**config.mk**
```make
export PLATFORM = sky130hd
export DESIGN_NAME = conv_seq_ctrl_flat
export DESIGN_NICKNAME = d
export VERILOG_FILES = /design/src/rtl/conv_seq_ctrl_if.sv /design/src/rtl/conv_seq_ctrl.sv /design/src/flat_wrapper.sv
export SDC_FILE = /design/constraint.sdc
export NUM_CORES = 1
export LEC_CHECK = 0
export CAP_MARGIN = 15
export CORE_ASPECT_RATIO = 1.75
export CORE_MARGIN = 4
export CORE_UTILIZATION = 54
export CTS_CLUSTER_DIAMETER = 60
export DETAILED_ROUTE_END_ITERATION = 10
export MAX_ROUTING_LAYER = met4
export PLACE_DENSITY = 0.85
export REMOVE_ABC_BUFFERS = 1
export SLEW_MARGIN = 40
export SYNTH_ARGS = -nofsm -noshare
export SYNTH_HDL_FRONTEND = slang
export SYNTH_SLANG_ARGS = --single-unit
```
**constraint.sdc**
```tcl
create_clock -name clk -period 6.7 [get_ports clk]
set_input_delay 1.34 -clock clk [delete_from_list [all_inputs] [get_ports clk]]
set_output_delay 1.34 -clock clk [all_outputs]
set_load 0.005 [all_outputs]
```
**src/rtl/conv_seq_ctrl_if.sv**
```systemverilog
// rtl/conv_seq_ctrl_if.sv - column-read and result handshake bundle for the conv sequencer
interface conv_seq_ctrl_if #(
    parameter int RW = 4,
    parameter int CW = 4
);
    logic          col_rd_req;
    logic [RW-1:0] col_rd_row;
    logic [CW-1:0] col_rd_col;
    logic          col_rd_valid;
    logic          res_valid;
    logic          res_ready;
    logic [RW-1:0] res_row;
    logic [CW-1:0] res_col;

    modport master (
        output col_rd_req, col_rd_row, col_rd_col,
        output res_valid, res_row, res_col,
        input  col_rd_valid, res_ready
    );

    modport slave (
        input  col_rd_req, col_rd_row, col_rd_col,
        input  res_valid, res_row, res_col,
        output col_rd_valid, res_ready
    );
endinterface

```
**src/rtl/conv_seq_ctrl.sv**
```systemverilog
// rtl/conv_seq_ctrl.sv - sliding-window convolution sequencer: column fetch, PE strobes, result handshake
module conv_seq_ctrl #(
    parameter int K_H  = 3,
    parameter int K_W  = 3,
    parameter int IN_H = 16,
    parameter int IN_W = 15
) (
    input  logic                  clk,
    input  logic                  rst_ni,
    input  logic                  start,
    input  logic                  abort,
    conv_seq_ctrl_if.master       bus,
    output logic                  img_load_en,
    output logic                  pe_clear,
    output logic                  pe_trigger,
    output logic                  minus_phase,
    output logic                  w_shift,
    output logic                  busy,
    output logic                  done
);
    localparam int OUT_H = IN_H - K_H + 1;
    localparam int OUT_W = IN_W - K_W + 1;
    localparam int RW    = $clog2(IN_H);
    localparam int CW    = $clog2(IN_W);
    localparam int NW    = $clog2(K_W + 1);

    localparam logic [RW-1:0] LAST_ROW = RW'(OUT_H - 1);
    localparam logic [CW-1:0] LAST_COL = CW'(OUT_W - 1);

    typedef enum logic [2:0] {
        S_IDLE,
        S_CLR,
        S_FILL,
        S_CAL,
        S_MINUS,
        S_EMIT,
        S_DONE
    } state_t;

    state_t        state_q, state_d;
    logic [RW-1:0] orow_q, orow_d;
    logic [CW-1:0] ocol_q, ocol_d;
    logic [NW-1:0] need_q, need_d;
    logic [NW-1:0] fetched_q, fetched_d;

    logic          fill_req;
    logic          fill_load;
    logic [CW-1:0] fill_col;

    // A full refill fetches columns ocol..ocol+K_W-1; a slide fetches only the new rightmost column.
    assign fill_col  = ocol_q + CW'(K_W) - CW'(need_q) + CW'(fetched_q);
    assign fill_req  = (state_q == S_FILL) && (fetched_q < need_q);
    assign fill_load = fill_req && bus.col_rd_valid;

    always_ff @(posedge clk or negedge rst_ni) begin
        if (!rst_ni) begin
            state_q   <= S_IDLE;
            orow_q    <= '0;
            ocol_q    <= '0;
            need_q    <= '0;
            fetched_q <= '0;
        end else begin
            state_q   <= state_d;
            orow_q    <= orow_d;
            ocol_q    <= ocol_d;
            need_q    <= need_d;
            fetched_q <= fetched_d;
        end
    end

    always_comb begin
        state_d        = state_q;
        orow_d         = orow_q;
        ocol_d         = ocol_q;
        need_d         = need_q;
        fetched_d      = fetched_q;
        bus.col_rd_req = 1'b0;
        bus.col_rd_row = '0;
        bus.col_rd_col = '0;
        bus.res_valid  = 1'b0;
        bus.res_row    = '0;
        bus.res_col    = '0;
        img_load_en    = 1'b0;
        pe_clear       = 1'b0;
        pe_trigger     = 1'b0;
        minus_phase    = 1'b0;
        w_shift        = 1'b0;
        done           = 1'b0;
        busy           = (state_q != S_IDLE);

        case (state_q)
            S_IDLE: begin
                if (start) begin
                    state_d   = S_CLR;
                    orow_d    = '0;
                    ocol_d    = '0;
                    need_d    = NW'(K_W);
                    fetched_d = '0;
                end
            end
            S_CLR: begin
                pe_clear = 1'b1;
                state_d  = S_FILL;
            end
            S_FILL: begin
                bus.col_rd_req = fill_req;
                bus.col_rd_row = orow_q;
                bus.col_rd_col = fill_col;
                img_load_en    = fill_load;
                if (fill_load) begin
                    if (fetched_q + NW'(1) == need_q) begin
                        state_d   = S_CAL;
                        fetched_d = '0;
                    end else begin
                        fetched_d = fetched_q + NW'(1);
                    end
                end
            end
            S_CAL: begin
                pe_trigger = 1'b1;
                state_d    = S_MINUS;
            end
            S_MINUS: begin
                pe_trigger  = 1'b1;
                minus_phase = 1'b1;
                w_shift     = 1'b1;
                state_d     = S_EMIT;
            end
            S_EMIT: begin
                bus.res_valid = 1'b1;
                bus.res_row   = orow_q;
                bus.res_col   = ocol_q;
                if (bus.res_ready) begin
                    if (ocol_q != LAST_COL) begin
                        ocol_d  = ocol_q + CW'(1);
                        need_d  = NW'(1);
                        state_d = S_CLR;
                    end else if (orow_q != LAST_ROW) begin
                        ocol_d  = '0;
                        orow_d  = orow_q + RW'(1);
                        need_d  = NW'(K_W);
                        state_d = S_CLR;
                    end else begin
                        state_d = S_DONE;
                    end
                end
            end
            S_DONE: begin
                done      = 1'b1;
                state_d   = S_IDLE;
                orow_d    = '0;
                ocol_d    = '0;
                need_d    = '0;
                fetched_d = '0;
            end
            default: begin
                state_d = S_IDLE;
            end
        endcase

        // Abort wins over every other transition, including a coincident start or handshake.
        if (abort) begin
            state_d   = S_IDLE;
            orow_d    = '0;
            ocol_d    = '0;
            need_d    = '0;
            fetched_d = '0;
        end
    end
endmodule

```
**src/flat_wrapper.sv**
```systemverilog
// flat-port wrapper written by rule: the top's interface ports become plain ports
module conv_seq_ctrl_flat 
#(
    parameter int K_H  = 3,
    parameter int K_W  = 3,
    parameter int IN_H = 16,
    parameter int IN_W = 15
)
  (clk, rst_ni, start, abort, img_load_en, pe_clear, pe_trigger, minus_phase, w_shift, busy, done, bus_col_rd_req, bus_col_rd_row, bus_col_rd_col, bus_res_valid, bus_res_row, bus_res_col, bus_col_rd_valid, bus_res_ready);
  conv_seq_ctrl_if #(.RW(4), .CW(4)) bus_i ();
  input  logic clk;
  input  logic rst_ni;
  input  logic start;
  input  logic abort;
  output logic img_load_en;
  output logic pe_clear;
  output logic pe_trigger;
  output logic minus_phase;
  output logic w_shift;
  output logic busy;
  output logic done;
  output wire logic [$bits(bus_i.col_rd_req)-1:0] bus_col_rd_req;
  output wire logic [$bits(bus_i.col_rd_row)-1:0] bus_col_rd_row;
  output wire logic [$bits(bus_i.col_rd_col)-1:0] bus_col_rd_col;
  output wire logic [$bits(bus_i.res_valid)-1:0] bus_res_valid;
  output wire logic [$bits(bus_i.res_row)-1:0] bus_res_row;
  output wire logic [$bits(bus_i.res_col)-1:0] bus_res_col;
  input wire logic [$bits(bus_i.col_rd_valid)-1:0] bus_col_rd_valid;
  input wire logic [$bits(bus_i.res_ready)-1:0] bus_res_ready;
  assign bus_col_rd_req = bus_i.col_rd_req;
  assign bus_col_rd_row = bus_i.col_rd_row;
  assign bus_col_rd_col = bus_i.col_rd_col;
  assign bus_res_valid = bus_i.res_valid;
  assign bus_res_row = bus_i.res_row;
  assign bus_res_col = bus_i.res_col;
  assign bus_i.col_rd_valid = bus_col_rd_valid;
  assign bus_i.res_ready = bus_res_ready;
  conv_seq_ctrl #(.K_H(K_H), .K_W(K_W), .IN_H(IN_H), .IN_W(IN_W)) u_core (.clk(clk), .rst_ni(rst_ni), .start(start), .abort(abort), .bus(bus_i), .img_load_en(img_load_en), .pe_clear(pe_clear), .pe_trigger(pe_trigger), .minus_phase(minus_phase), .w_shift(w_shift), .busy(busy), .done(done));
endmodule
```
# Word-level counts from Yosys, hierarchy flattened
# Index checks and enable logic that the tools add are counted.
dict set report word_totals {
  reg_bits 15
  out_inout_bits 25
  wordCells 80
}
dict set report op_classes {
  add_sub_neg 6
  n_lt_le_gt_ge 1
  eq_ne 16
  mux 41
  reduce_logical 11
}
# op n
set op_table {}
lappend op_table {{4-bit two-way mux} 13}
lappend op_table {{4-bit one-hot mux with 3 select lines} 2}
lappend op_table {{3-bit two-way mux} 7}
lappend op_table {{2-bit two-way mux} 9}
lappend op_table {{3-bit one-hot mux with 6 select lines} 1}
lappend op_table {{3-bit != test (second input constant)} 4}
lappend op_table {{2-bit one-hot mux with 3 select lines} 2}
lappend op_table {{3-bit == test (second input constant)} 3}
lappend op_table {{4-bit by 1-bit adder with 4-bit output (second input constant)} 2}
lappend op_table {{4-bit != test (second input constant)} 2}
lappend op_table {{4-bit AND reduction} 2}
lappend op_table {{4-bit nonzero test} 2}
lappend op_table {{1-bit two-way mux} 7}
lappend op_table {{3-bit by 2-bit == test with 1-bit output (second input constant)} 2}
lappend op_table {{3-bit by 2-bit != test with 1-bit output (second input constant)} 2}
lappend op_table {{5-bit AND reduction} 1}
lappend op_table {{4-bit by 2-bit adder with 4-bit output} 1}
lappend op_table {{4-bit by 2-bit adder with 4-bit output (second input constant)} 1}
lappend op_table {{4-bit by 2-bit != test with 1-bit output (second input constant)} 1}
lappend op_table {{4-bit by 2-bit subtractor with 4-bit output} 1}
lappend op_table {{3-bit by 1-bit == test with 1-bit output (second input constant)} 1}
lappend op_table {{3-bit zero test} 1}
lappend op_table {{3-bit AND reduction} 1}
lappend op_table {{3-bit nonzero test} 1}
lappend op_table {{other kinds (5)} 6}

# Depth between registers and ports, before layout
# Gate-level depths: netlist (run 1).
dict set report logic_depth {
  depth_word 6
  mapped_depth 7
}

# Worst setup path before layout (run 1)
# No wires, ideal clock.
dict set report synth_path {
  path_kind {flip-flop to output port}
  start {register u_core.ocol_q[1]}
  end {output bus_col_rd_col[3]}
  t_arrival_ns 1.832
  required_ns 5.360
  slack_ns 3.528
  stages_incl_launch_ff 8
  path_cell_list {dfrtp_1 -> inv_1 -> fa_1 -> inv_1 -> ha_1 -> fa_1 -> xnor2_1 -> nor2_1}
}
dict set report synth_via {
  elab_chain_len 4
}
# element line_no
set synth_lines {}
lappend synth_lines {{from (decl)} conv_seq_ctrl.sv:42} ;# logic [CW-1:0] ocol_q, ocol_d;
lappend synth_lines {{from (signal assigned)} conv_seq_ctrl.sv:65} ;# ocol_q <= ocol_d;
lappend synth_lines {{4-bit by 2-bit adder with 4-bit output} conv_seq_ctrl.sv:51} ;# assign fill_col = ocol_q + CW'(K_W) - CW'(need_q) + CW'(fetched_q);
lappend synth_lines {{4-bit by 2-bit subtractor with 4-bit output} conv_seq_ctrl.sv:51}
lappend synth_lines {{4-bit by 2-bit adder with 4-bit output} conv_seq_ctrl.sv:51}
lappend synth_lines {{4-bit two-way mux} conv_seq_ctrl.sv:91} ;# case (state_q)
lappend synth_lines {{to (decl)} flat_wrapper.sv:24} ;# output wire logic [$bits(bus_i.col_rd_col)-1:0] bus_col_rd_col;
# Every way passes these cells.

# Worst setup path in the final report (run 1)
# Same ends and word-level chain as after synthesis.

==> results of run 1 <==
[metal layers]
metal | wire [um] | global-route usage (%) | part of all wire (%)
met2 | 1810 | 37.0 | 55
met5 | 0 | - | 0
met1 | 1290 | 26.6 | 39
met3 | 147 | 2.39 | 4.4
met4 | 70 | 11.4 | 2.1
[cell type report]
| class | count | area, um2 |
|---|---|---|
| Inverter | 14 | 52.6 |
| Clock inverter | 1 | 5.00 |
| Timing Repair Buffer | 31 | 308 |
| Tap cell | 26 | 32.5 |
| Clock buffer | 3 | 41.3 |
| Multi-Input combinational cell | 108 | 867 |
| Sequential cell | 15 | 377 |
| Fill cell | 197 | 779 |
[placed cells by master (no fill, tap or decap), drive strengths merged, types with 3 or more instances in the layout]
cell / n
nand2: 3
ha: 7
o21ai: 11
a21oi: 3
clkbuf: 3
fa: 3
or4: 3
o41ai: 4
nor3b: 4
mux2i: 4
and2: 7
nand3: 4
nor2: 9
dfrtp: 15
nand2b: 3
clkdlybuf4s50: 30
and3: 10
inv: 14
[worst register-to-register path, stage by stage (launching register included)]
cell       delay (ns)
dfrtp_2          0.65
nand4bb_1        0.44
nor3_1           0.69
nor2_1           0.14
o21ai_0          0.21
[sequential cells by signal (all words and copies together) (netlist names)]
signal	flops
u_core.orow_q	4
u_core.need_q	2
u_core.state_q	3
u_core.fetched_q	2
u_core.ocol_q	4
[cell families after synthesis]
group	count (synthesis)	synth area share [%]
and+or+nand+nor	57	28.9
muxes	5	3.73
xor gates and xnor gates	3	2.91
adders and majority gates	10	10.7
buffers and inverters	25	9.73
AOI/OAI and AO/OA	33	16.7
DFF	15	27.3
[through the flow]
step / area, um2 / total power, mW / hold slack (ns)
CTS: 1670 / 0.356 / 0.588
global placement: 1630 / 0.274 / 0.554
finish: 1680 / 0.359 / 0.583
global route: 1680 / 0.382 / 0.614
floorplan: 1290 / 0.219 / 0.536
detailed placement: 1630 / 0.280 / 0.574
[final timing paths]
path,end,slack (ns),cells past startpoint
worst min-delay path,u_core.fetched_q[0],0.58,1
worst min register to register,u_core.fetched_q[0],0.58,1
worst max-delay path,bus_col_rd_col[3],2.63,8
max in group asynchronous,u_core.state_q[0],4.69,1
min in group asynchronous,u_core.ocol_q[2],1.51,1
worst max register to register,u_core.ocol_q[0],4.49,4
[power groups by stage]
| stage | clock, mW | sequential (mW) | combinational, mW |
|---|---|---|---|
| 2_1_floorplan | 0 | 0.125 | 0.0940 |
| 3_3_place_gp | 0 | 0.132 | 0.142 |
| 3_5_place_dp | 0 | 0.133 | 0.148 |
| 4_1_cts | 0.0771 | 0.131 | 0.148 |
| 5_1_grt | 0.0806 | 0.136 | 0.165 |
| 6_report | 0.0775 | 0.132 | 0.149 |
==> results.yml, run 1 <==
sta:
  relSlewSlack_pct: 52.5
  final.period_utilization_pct: 60.7
  drv_slew: 0
  fin_crit_ns: 4.07
  rsz0062_at_grt: "false"
  final-setup-viol-count: 0
  hold_violations: 0
  tightest_slew_ns: 0.707
  fmax_mhz: 246
  worst_clock_skew_ns: 0.00449
  worst_slack_ns: 2.63
  setup_tns_ns: 0
min_path:
  min_path_type: "reg2reg"
  min_from: "u_core.fetched_q[0]"
floorplanning:
  io_pins: 31
  row_count: 24
  die_h_um: 74.8
  die-area_um2: 3450
  initial_core_util_pct: 55.9
  die_x_um: 46.2
  core_area_um2: 2460
worst_setup_path:
  critPathCaptureType: "output port"
  startpoint: "u_core.ocol_q[1]"
  cp_top_family: "adder cells"
  critPathBufInv: 3
  slowest_stage: "fa_1"
  path_cells: "inv_1 -> fa_1 -> inv_1 -> ha_1 -> fa_1 -> xnor2_1 -> nor2_1 -> clkdlybuf4s50_1"
  crit_type: "reg2out"
  required_ns: 5.36
  cpPeakStageDelay_ns: 0.53
  crit_arrival_ns: 2.73
  start_kind: "flip-flop"
  cp_max_fo: 5
  crit-reg2reg-launch: "u_core.state_q[0]"
pwr:
  p_leak_nw: 0.749
  p_clk_share_pct: 21.6
  powerDensity_nw_per_um2: 213
  p_sw_share_pct: 38.0
  comb_power_share_pct: 41.6
  p_int_mw: 0.222
  p_seq_share_pct: 36.8
  p_switching_mw: 0.136
  ir_drop_mv: 0.221
clock_tree:
  clock_path_buffers: 2
  worstSkewPairLatency_ns: 0.26
  holdBufCountCts: 0
  cts.repair.resized: 0
  cts.sinks: 15
  h-tree-depth: 1
  cts_tree: "built"
  numCtsBuffers: 3
  cts.root.buffer_cell: "clkbuf_8"
  postCtsSetupRepairBufs: 0
  clkTransAtPathRegs_ns: 0.07
synthesis:
  ys_ff_latch: 15
  synthArstFlopShare_pct: 100
  ys_seq_area_share_pct: 27.3
  synth.most_common_cell: "dfrtp_1"
  ys_types: 48
  synth.area.top_cells: "dfrtp_1 (27%), ha_1 (6.4%), and3_1 (4.5%), fa_1 (4.4%), o21ai_0 (4.0%)"
  synthFlopType: "dfrtp_1"
  synth_common_cells: "dfrtp_1 (15), inv_1 (14), o21ai_0 (11)"
  netlist_instances: 148
  synth_edf_count: 0
  synth_top_area_share_pct: 27.3
  synth_area_um2: 1380
  yosysWarningCount: 0
  synth_top_area_cell: "dfrtp_1"
  avgSynthCellArea_um2: 9.30
cells_and_area:
  drive_above_1_share_pct: 8.14
  area_delta_synth_final_pct: 22.3
  fin_nets: 189
  final_util_pct: 68.3
  stdcell_count: 198
  diodes: 0
drt:
  viasPerCell: 6.39
  post-route-drc-count: 0
  drt-initial-drc-count: 55
  vias: 1266
  wl_mm: 3.32
  wl_per_cell_um: 16.8
  firstDrtPassIters: 4
  postRouteAntennaNets: 0
grt:
  grt_max_degree: 28
  antenna_found_initial: 0
  grt_pass1_wl_mm: 5.60
  grt_pass1_vias: 1235
  grt_overflow_total: 0
  gr-usage-all-layers_pct: 22.6
place:
  portBuffers: 30
  pre_cts_slack_ns: 2.90
  place_congestion: 0.864
  dp.cells: 193
  dp_hpwl_mm: 2.48
run:
  maxCapViolCount: 0
run_status:
  outcome: "complete, no violations"
(Power assumes the default switching activity.)
==> run 2: changes to the inputs <==
--- a/config.mk
+++ b/config.mk
@@ -8,11 +8,11 @@
 export CAP_MARGIN = 15
 export CORE_ASPECT_RATIO = 1.75
 export CORE_MARGIN = 4
-export CORE_UTILIZATION = 54
+export CORE_UTILIZATION = 45
 export CTS_CLUSTER_DIAMETER = 60
 export DETAILED_ROUTE_END_ITERATION = 10
 export MAX_ROUTING_LAYER = met4
-export PLACE_DENSITY = 0.85
+export PLACE_DENSITY = 0.76
 export REMOVE_ABC_BUFFERS = 1
 export SLEW_MARGIN = 40
 export SYNTH_ARGS = -nofsm -noshare
==> constraint.sdc (replaced) <==
create_clock -name clk -period 3.6 [get_ports clk]
set_input_delay 0.72 -clock clk [delete_from_list [all_inputs] [get_ports clk]]
set_output_delay 0.72 -clock clk [all_outputs]
set_load 0.005 [all_outputs]
==> run 2 against run 1 <==
Effect of this change: critical path depth is 1 lower; die area is 17% higher; global-route usage is 4.4 points lower; critical path type unchanged; worst hold slack worse by 0.0032 ns; critical endpoint is now bus_col_rd_col[2]; largest power group unchanged; sequential share of layout area hardly changed; clock power is 81% higher; core utilization is 11 points lower; largest cell class unchanged; non-clock buffer count stayed put; via count is 3.6% lower; routed wire length is 1.1% lower.
==> results.yml, run 2 (synthesis results as in run 1) <==
drt:
  drt-initial-drc-count: 45
  viasPerCell: 6.10
  wl_mm: 3.28
  wl_per_cell_um: 16.4
  post-route-drc-count: 0
  firstDrtPassIters: 4
  vias: 1220
  drt-met1-wl_mm: 1.35
  postRouteAntennaNets: 0
  wl_met2_mm: 1.73
  wl_met3_um: 122
  topRoutingLayerUsed: "met4"
worst_setup_path:
  crit_arrival_ns: 2.69
  path_cells: "inv_1 -> fa_1 -> inv_1 -> ha_1 -> fa_1 -> and2_2 -> clkdlybuf4s50_1"
  critPathCaptureType: "output port"
  start_kind: "flip-flop"
  cpPeakStageDelay_ns: 0.54
  required_ns: 2.88
  crit_type: "reg2out"
  cp_max_fo: 5
  slowest_stage: "fa_1"
clock_tree:
  postCtsSetupRepairBufs: 0
  cts.root.buffer_cell: "clkbuf_8"
  cts.sinks: 15
  clock_path_buffers: 2
  holdBufCountCts: 0
  worstSkewPairLatency_ns: 0.25
  h-tree-depth: 1
  cts_tree: "built"
  clkTransAtPathRegs_ns: 0.06
  numCtsBuffers: 3
  cts.repair.resized: 0
sta:
  worst_clock_skew_ns: 0.00349
  tightest_slew_ns: 0.735
  final-setup-viol-count: 0
  hold_violations: 0
  relSlewSlack_pct: 50.9
  fin_crit_ns: 3.41
  rsz0062_at_grt: "false"
  drv_slew: 0
  setup_tns_ns: 0
  final.period_utilization_pct: 94.6
  fmax_mhz: 294
run_status:
  outcome: "complete, no violations"
min_path:
  min_path_type: "reg2reg"
cells_and_area:
  fillers: 255
  area_delta_synth_final_pct: 22.4
  final_util_pct: 57.5
  stdcell_count: 200
  fin_nets: 189
  largestRegisters: "u_core.ocol_q (4), u_core.orow_q (4), u_core.state_q (3)"
  final_area_um2: 1680
  diodes: 0
  drive_above_1_share_pct: 7.56
  mostFrequentLayoutCells: "clkdlybuf4s50_1 (30), inv_1 (14), dfrtp_1 (14)"
  final_common_cell: "clkdlybuf4s50_1"
floorplanning:
  initial_core_util_pct: 47.0
  io_pins: 31
  die-area_um2: 4040
  die_h_um: 81.2
  core_area_um2: 2930
  die_x_um: 49.8
  row_count: 26
run:
  maxCapViolCount: 0
grt:
  grt_max_degree: 28
  gr-usage-all-layers_pct: 18.2
  grt_pass1_vias: 1193
  grt_pass1_wl_mm: 5.55
  grt_overflow_total: 0
  antenna_found_initial: 0
pwr:
  p_leak_nw: 0.746
  powerDensity_nw_per_um2: 395
  p_total_mw: 0.665
  ir_drop_mv: 0.346
place:
  dp_hpwl_mm: 2.48
  dpl_cell_area_um2: 1630
  dp.cells: 195
  portBuffers: 30
  place_congestion: 0.837
==> run 2: cell types whose count changed in the layout (fill, tap and decap cells not counted) <==
cell      previous run  this run
clkinv_2             1         0
clkbuf_1             0         1
==> run 2: area by class of cell <==
| cell class | count | area (um2) | area share [%] |
|---|---|---|---|
| Multi-Input combinational cell | 108 | 867 | 51.5 |
| Inverter | 14 | 52.6 | 3.12 |
| Sequential cell | 15 | 377 | 22.4 |
| Clock buffer | 4 | 45.0 | 2.67 |
| Timing Repair Buffer | 31 | 308 | 18.3 |
| Tap cell | 28 | 35.0 | 2.08 |
==> run 2: routing by layer <==
metal  track usage (%)  vias up
met2              31.8       35
met5                 -        -
met1              20.6      595
met4              8.31        0
met3              2.02       11
li1                  -      579
==> run 2: worst paths after layout <==
path / cells after the start / slack (ns) / startpoint / endpoint
min: 1 / 0.58 / u_core.fetched_q[1] / u_core.fetched_q[1]
min in group asynchronous: 1 / 0.90 / rst_ni / u_core.need_q[0]
min reg2reg: 1 / 0.58 / u_core.fetched_q[1] / u_core.fetched_q[1]
max: 7 / 0.19 / u_core.ocol_q[1] / bus_col_rd_col[2]
max reg2reg: 4 / 1.42 / u_core.state_q[0] / u_core.orow_q[2]
max in group asynchronous: 1 / 2.19 / rst_ni / u_core.state_q[0]
==> run 2: per-stage QoR <==
| step | setup slack [ns] | hold WS [ns] |
|---|---|---|
| 2_1_floorplan | 1.05 | 0.424 |
| 3_3_place_gp | 0.534 | 0.565 |
| 3_5_place_dp | 0.465 | 0.574 |
| 4_1_cts | 0.189 | 0.584 |
| 5_1_grt | 0.0708 | 0.625 |
| 6_report | 0.194 | 0.580 |
==> run 2: power breakdown <==
group / total, mW / switching (mW) / internal (mW)
Clock: 0.140 / 0.0616 / 0.0786
Combinational: 0.279 / 0.128 / 0.151
Sequential: 0.246 / 0.0598 / 0.186
==> run 2: critical path: cells and delay by family (launching register included) <==
family                   cells  cell delay (ns)
adder cells (fa/ha/maj)      3             1.27
buffers and inverters        3             0.64
flip-flops                   1             0.40
AND/OR/NAND/NOR              1             0.13
==> run 3: changes to the inputs <==
--- a/config.mk
+++ b/config.mk
@@ -5,6 +5,7 @@
 export SDC_FILE = /design/constraint.sdc
 export NUM_CORES = 1
 export LEC_CHECK = 0
+export ABC_AREA = 1
 export CAP_MARGIN = 15
 export CORE_ASPECT_RATIO = 1.75
 export CORE_MARGIN = 4
==> run 3 against run 2 <==
Effect of this change: synthesized cell count up 33%; die area down 2.0%; worst hold slack worse by 0.032 ns; core utilization up 1.0 points; sequential share of layout area down 0.22 points; critical endpoint unchanged.
==> results.yml, run 3 <==
cells_and_area:
  diodes: 0
  fillers: 282
  drive_above_1_share_pct: 12.8
  fin_nets: 244
  area_delta_synth_final_pct: 26.0
  largestRegisters: "u_core.ocol_q (4), u_core.orow_q (4), u_core.state_q (3)"
  final_common_cell: "nand2_1"
  stdcell_count: 255
  final_area_um2: 1700
  mostFrequentLayoutCells: "nand2_1 (45), clkdlybuf4s50_1 (30), inv_1 (29)"
synthesis:
  ys_seq_area_share_pct: 27.9
  yosysWarningCount: 0
  synth-compound-area-share_pct: 8.74
  avgSynthCellArea_um2: 6.83
  netlist_instances: 197
  synth_common_cells: "nand2_1 (45), inv_1 (29), nor2_1 (28)"
  synth_edf_count: 0
  ys_ff_latch: 15
  synthMuxAreaShare_pct: 0
  ys_types: 26
  synth_top_area_cell: "dfrtp_1"
  synth.most_common_cell: "nand2_1"
  synth_xor_area_share_pct: 1.30
  synthArstFlopShare_pct: 100
  synth_area_um2: 1350
  synth.area.top_cells: "dfrtp_1 (28%), nand2_1 (13%), inv_1 (8.1%), nor2_1 (7.8%), nand3_1 (7.1%)"
  synthAdderAreaFrac_pct: 11.0
  synthFlopType: "dfrtp_1"
  synth_top_area_share_pct: 27.9
  synth-simple-area-share_pct: 39.2
  synth_top_family_by_area: "simple AND/OR/NAND/NOR gates"
sta:
  fmax_mhz: 293
  worst_clock_skew_ns: 0.000781
  drv_slew: 0
  fin_crit_ns: 3.42
  setup_tns_ns: 0
  final.period_utilization_pct: 95.0
  final-setup-viol-count: 0
  tightest_slew_ns: 0.723
  worst_slack_ns: 0.181
  rsz0062_at_grt: "false"
  hold_violations: 0
  relSlewSlack_pct: 51.6
clock_tree:
  cts_tree: "built"
  numCtsBuffers: 3
  worstSkewPairLatency_ns: 0.25
  postCtsSetupRepairBufs: 0
  h-tree-depth: 1
  clock_path_buffers: 2
  cts.root.buffer_cell: "clkbuf_8"
  cts.repair.resized: 0
  cts.sinks: 15
  holdBufCountCts: 0
  clkTransAtPathRegs_ns: 0.06
grt:
  top_usage_layer: "met2"
  use_met2_pct: 33.1
  grtUsageMet1_pct: 19.0
  grt_pass1_wl_mm: 5.39
  grt_pass1_vias: 1254
  gr-usage-all-layers_pct: 18.0
  grt_util_met3_pct: 1.48
  grt_overflow_total: 0
  antenna_found_initial: 0
  grt_max_degree: 16
worst_setup_path:
  crit_type: "reg2out"
  critPathBufInv: 4
  start_kind: "flip-flop"
  slowest_stage: "fa_1"
  crit_arrival_ns: 2.70
  cp_top_family: "adder cells"
  critPathMostFrequentCell: "inv_1"
  required_ns: 2.88
  cp_max_fo: 5
  path_cells: "inv_1 -> fa_1 -> inv_1 -> ha_1 -> fa_1 -> inv_1 -> nor2_1 -> clkdlybuf4s50_1"
  cpPeakStageDelay_ns: 0.54
  critPathCaptureType: "output port"
pwr:
  p_leak_nw: 0.793
  powerDensity_nw_per_um2: 479
  ir_drop_mv: 0.249
  p_total_mw: 0.812
min_path:
  min_path_type: "reg2reg"
place:
  dpl_cell_area_um2: 1650
  place_congestion: 0.864
  dp.cells: 251
  portBuffers: 30
  dp_hpwl_mm: 2.43
  pre_cts_slack_ns: 0.432
floorplanning:
  core_area_um2: 2900
  die-area_um2: 3960
  io_pins: 31
  die_h_um: 80.3
  initial_core_util_pct: 46.5
  die_x_um: 49.3
  row_count: 26
drt:
  post-route-drc-count: 0
  wl_per_cell_um: 12.0
  vias: 1286
  postRouteAntennaNets: 0
  wl_mm: 3.07
  firstDrtPassIters: 4
  drt-initial-drc-count: 39
  viasPerCell: 5.04
run_status:
  outcome: "complete, no violations"
run:
  maxCapViolCount: 0
run 3: layout make-up:
type | count | area (um2) | share of cell area (%)
clock buffer | 4 | 45.0 | 2.66
inverter | 34 | 130 | 7.68
multi-input combinational | 144 | 810 | 47.7
sequential | 15 | 375 | 22.1
tap | 28 | 35.0 | 2.07
timing repair buffer | 30 | 300 | 17.7
run 3: through the flow:
stage	util [%]	hold slack [ns]
6_report	58.6	0.548
2_1_floorplan	-	0.424
3_3_place_gp	57.0	0.528
4_1_cts	58.6	0.547
3_5_place_dp	57.0	0.531
5_1_grt	58.6	0.596
run 3: logic make-up after synthesis:
group                    Yosys count
flip-flops                        15
adder cells (fa/ha/maj)           10
AO/OA/AOI/OAI                     19
buffers and inverters             38
XOR/XNOR                           2
AND/OR/NAND/NOR                  113
run 3: report_power, final:
part	internal, mW	switching [mW]
clock network	0.0785	0.0629
registers	0.197	0.0502
logic	0.177	0.247
run 3: worst register-to-register path: stages (launching register included):
cell	delay (ns)
dfrtp_1	0.43
inv_1	0.15
ha_1	0.17
nand3_1	0.22
nor2_1	0.22
nand2_1	0.08
nand2_2	0.28
nand2_1	0.11
o21ai_2	0.07
run 3: metal layers:
metal  vias up  share of wire (%)  wire length [um]
li1        669                  -                 -
met1       586                 40              1240
met2        27                 54              1670
met3         4                3.1                94
met4         0                2.2                67
met5         -                  0                 0
run 3: path summary, 6_finish.rpt:
kind / start / to / slack [ns] / cells after the start
setup / recovery: u_core.ocol_q[1] / bus_col_rd_col[2] / 0.18 / 8
hold / removal: u_core.fetched_q[0] / u_core.fetched_q[0] / 0.55 / 2
setup reg to reg: u_core.ocol_q[0] / u_core.need_q[1] / 1.80 / 8
hold reg to reg: u_core.fetched_q[0] / u_core.fetched_q[0] / 0.55 / 2
max in group asynchronous: rst_ni / u_core.fetched_q[1] / 2.24 / 1
min in group asynchronous: rst_ni / u_core.state_q[0] / 0.90 / 1
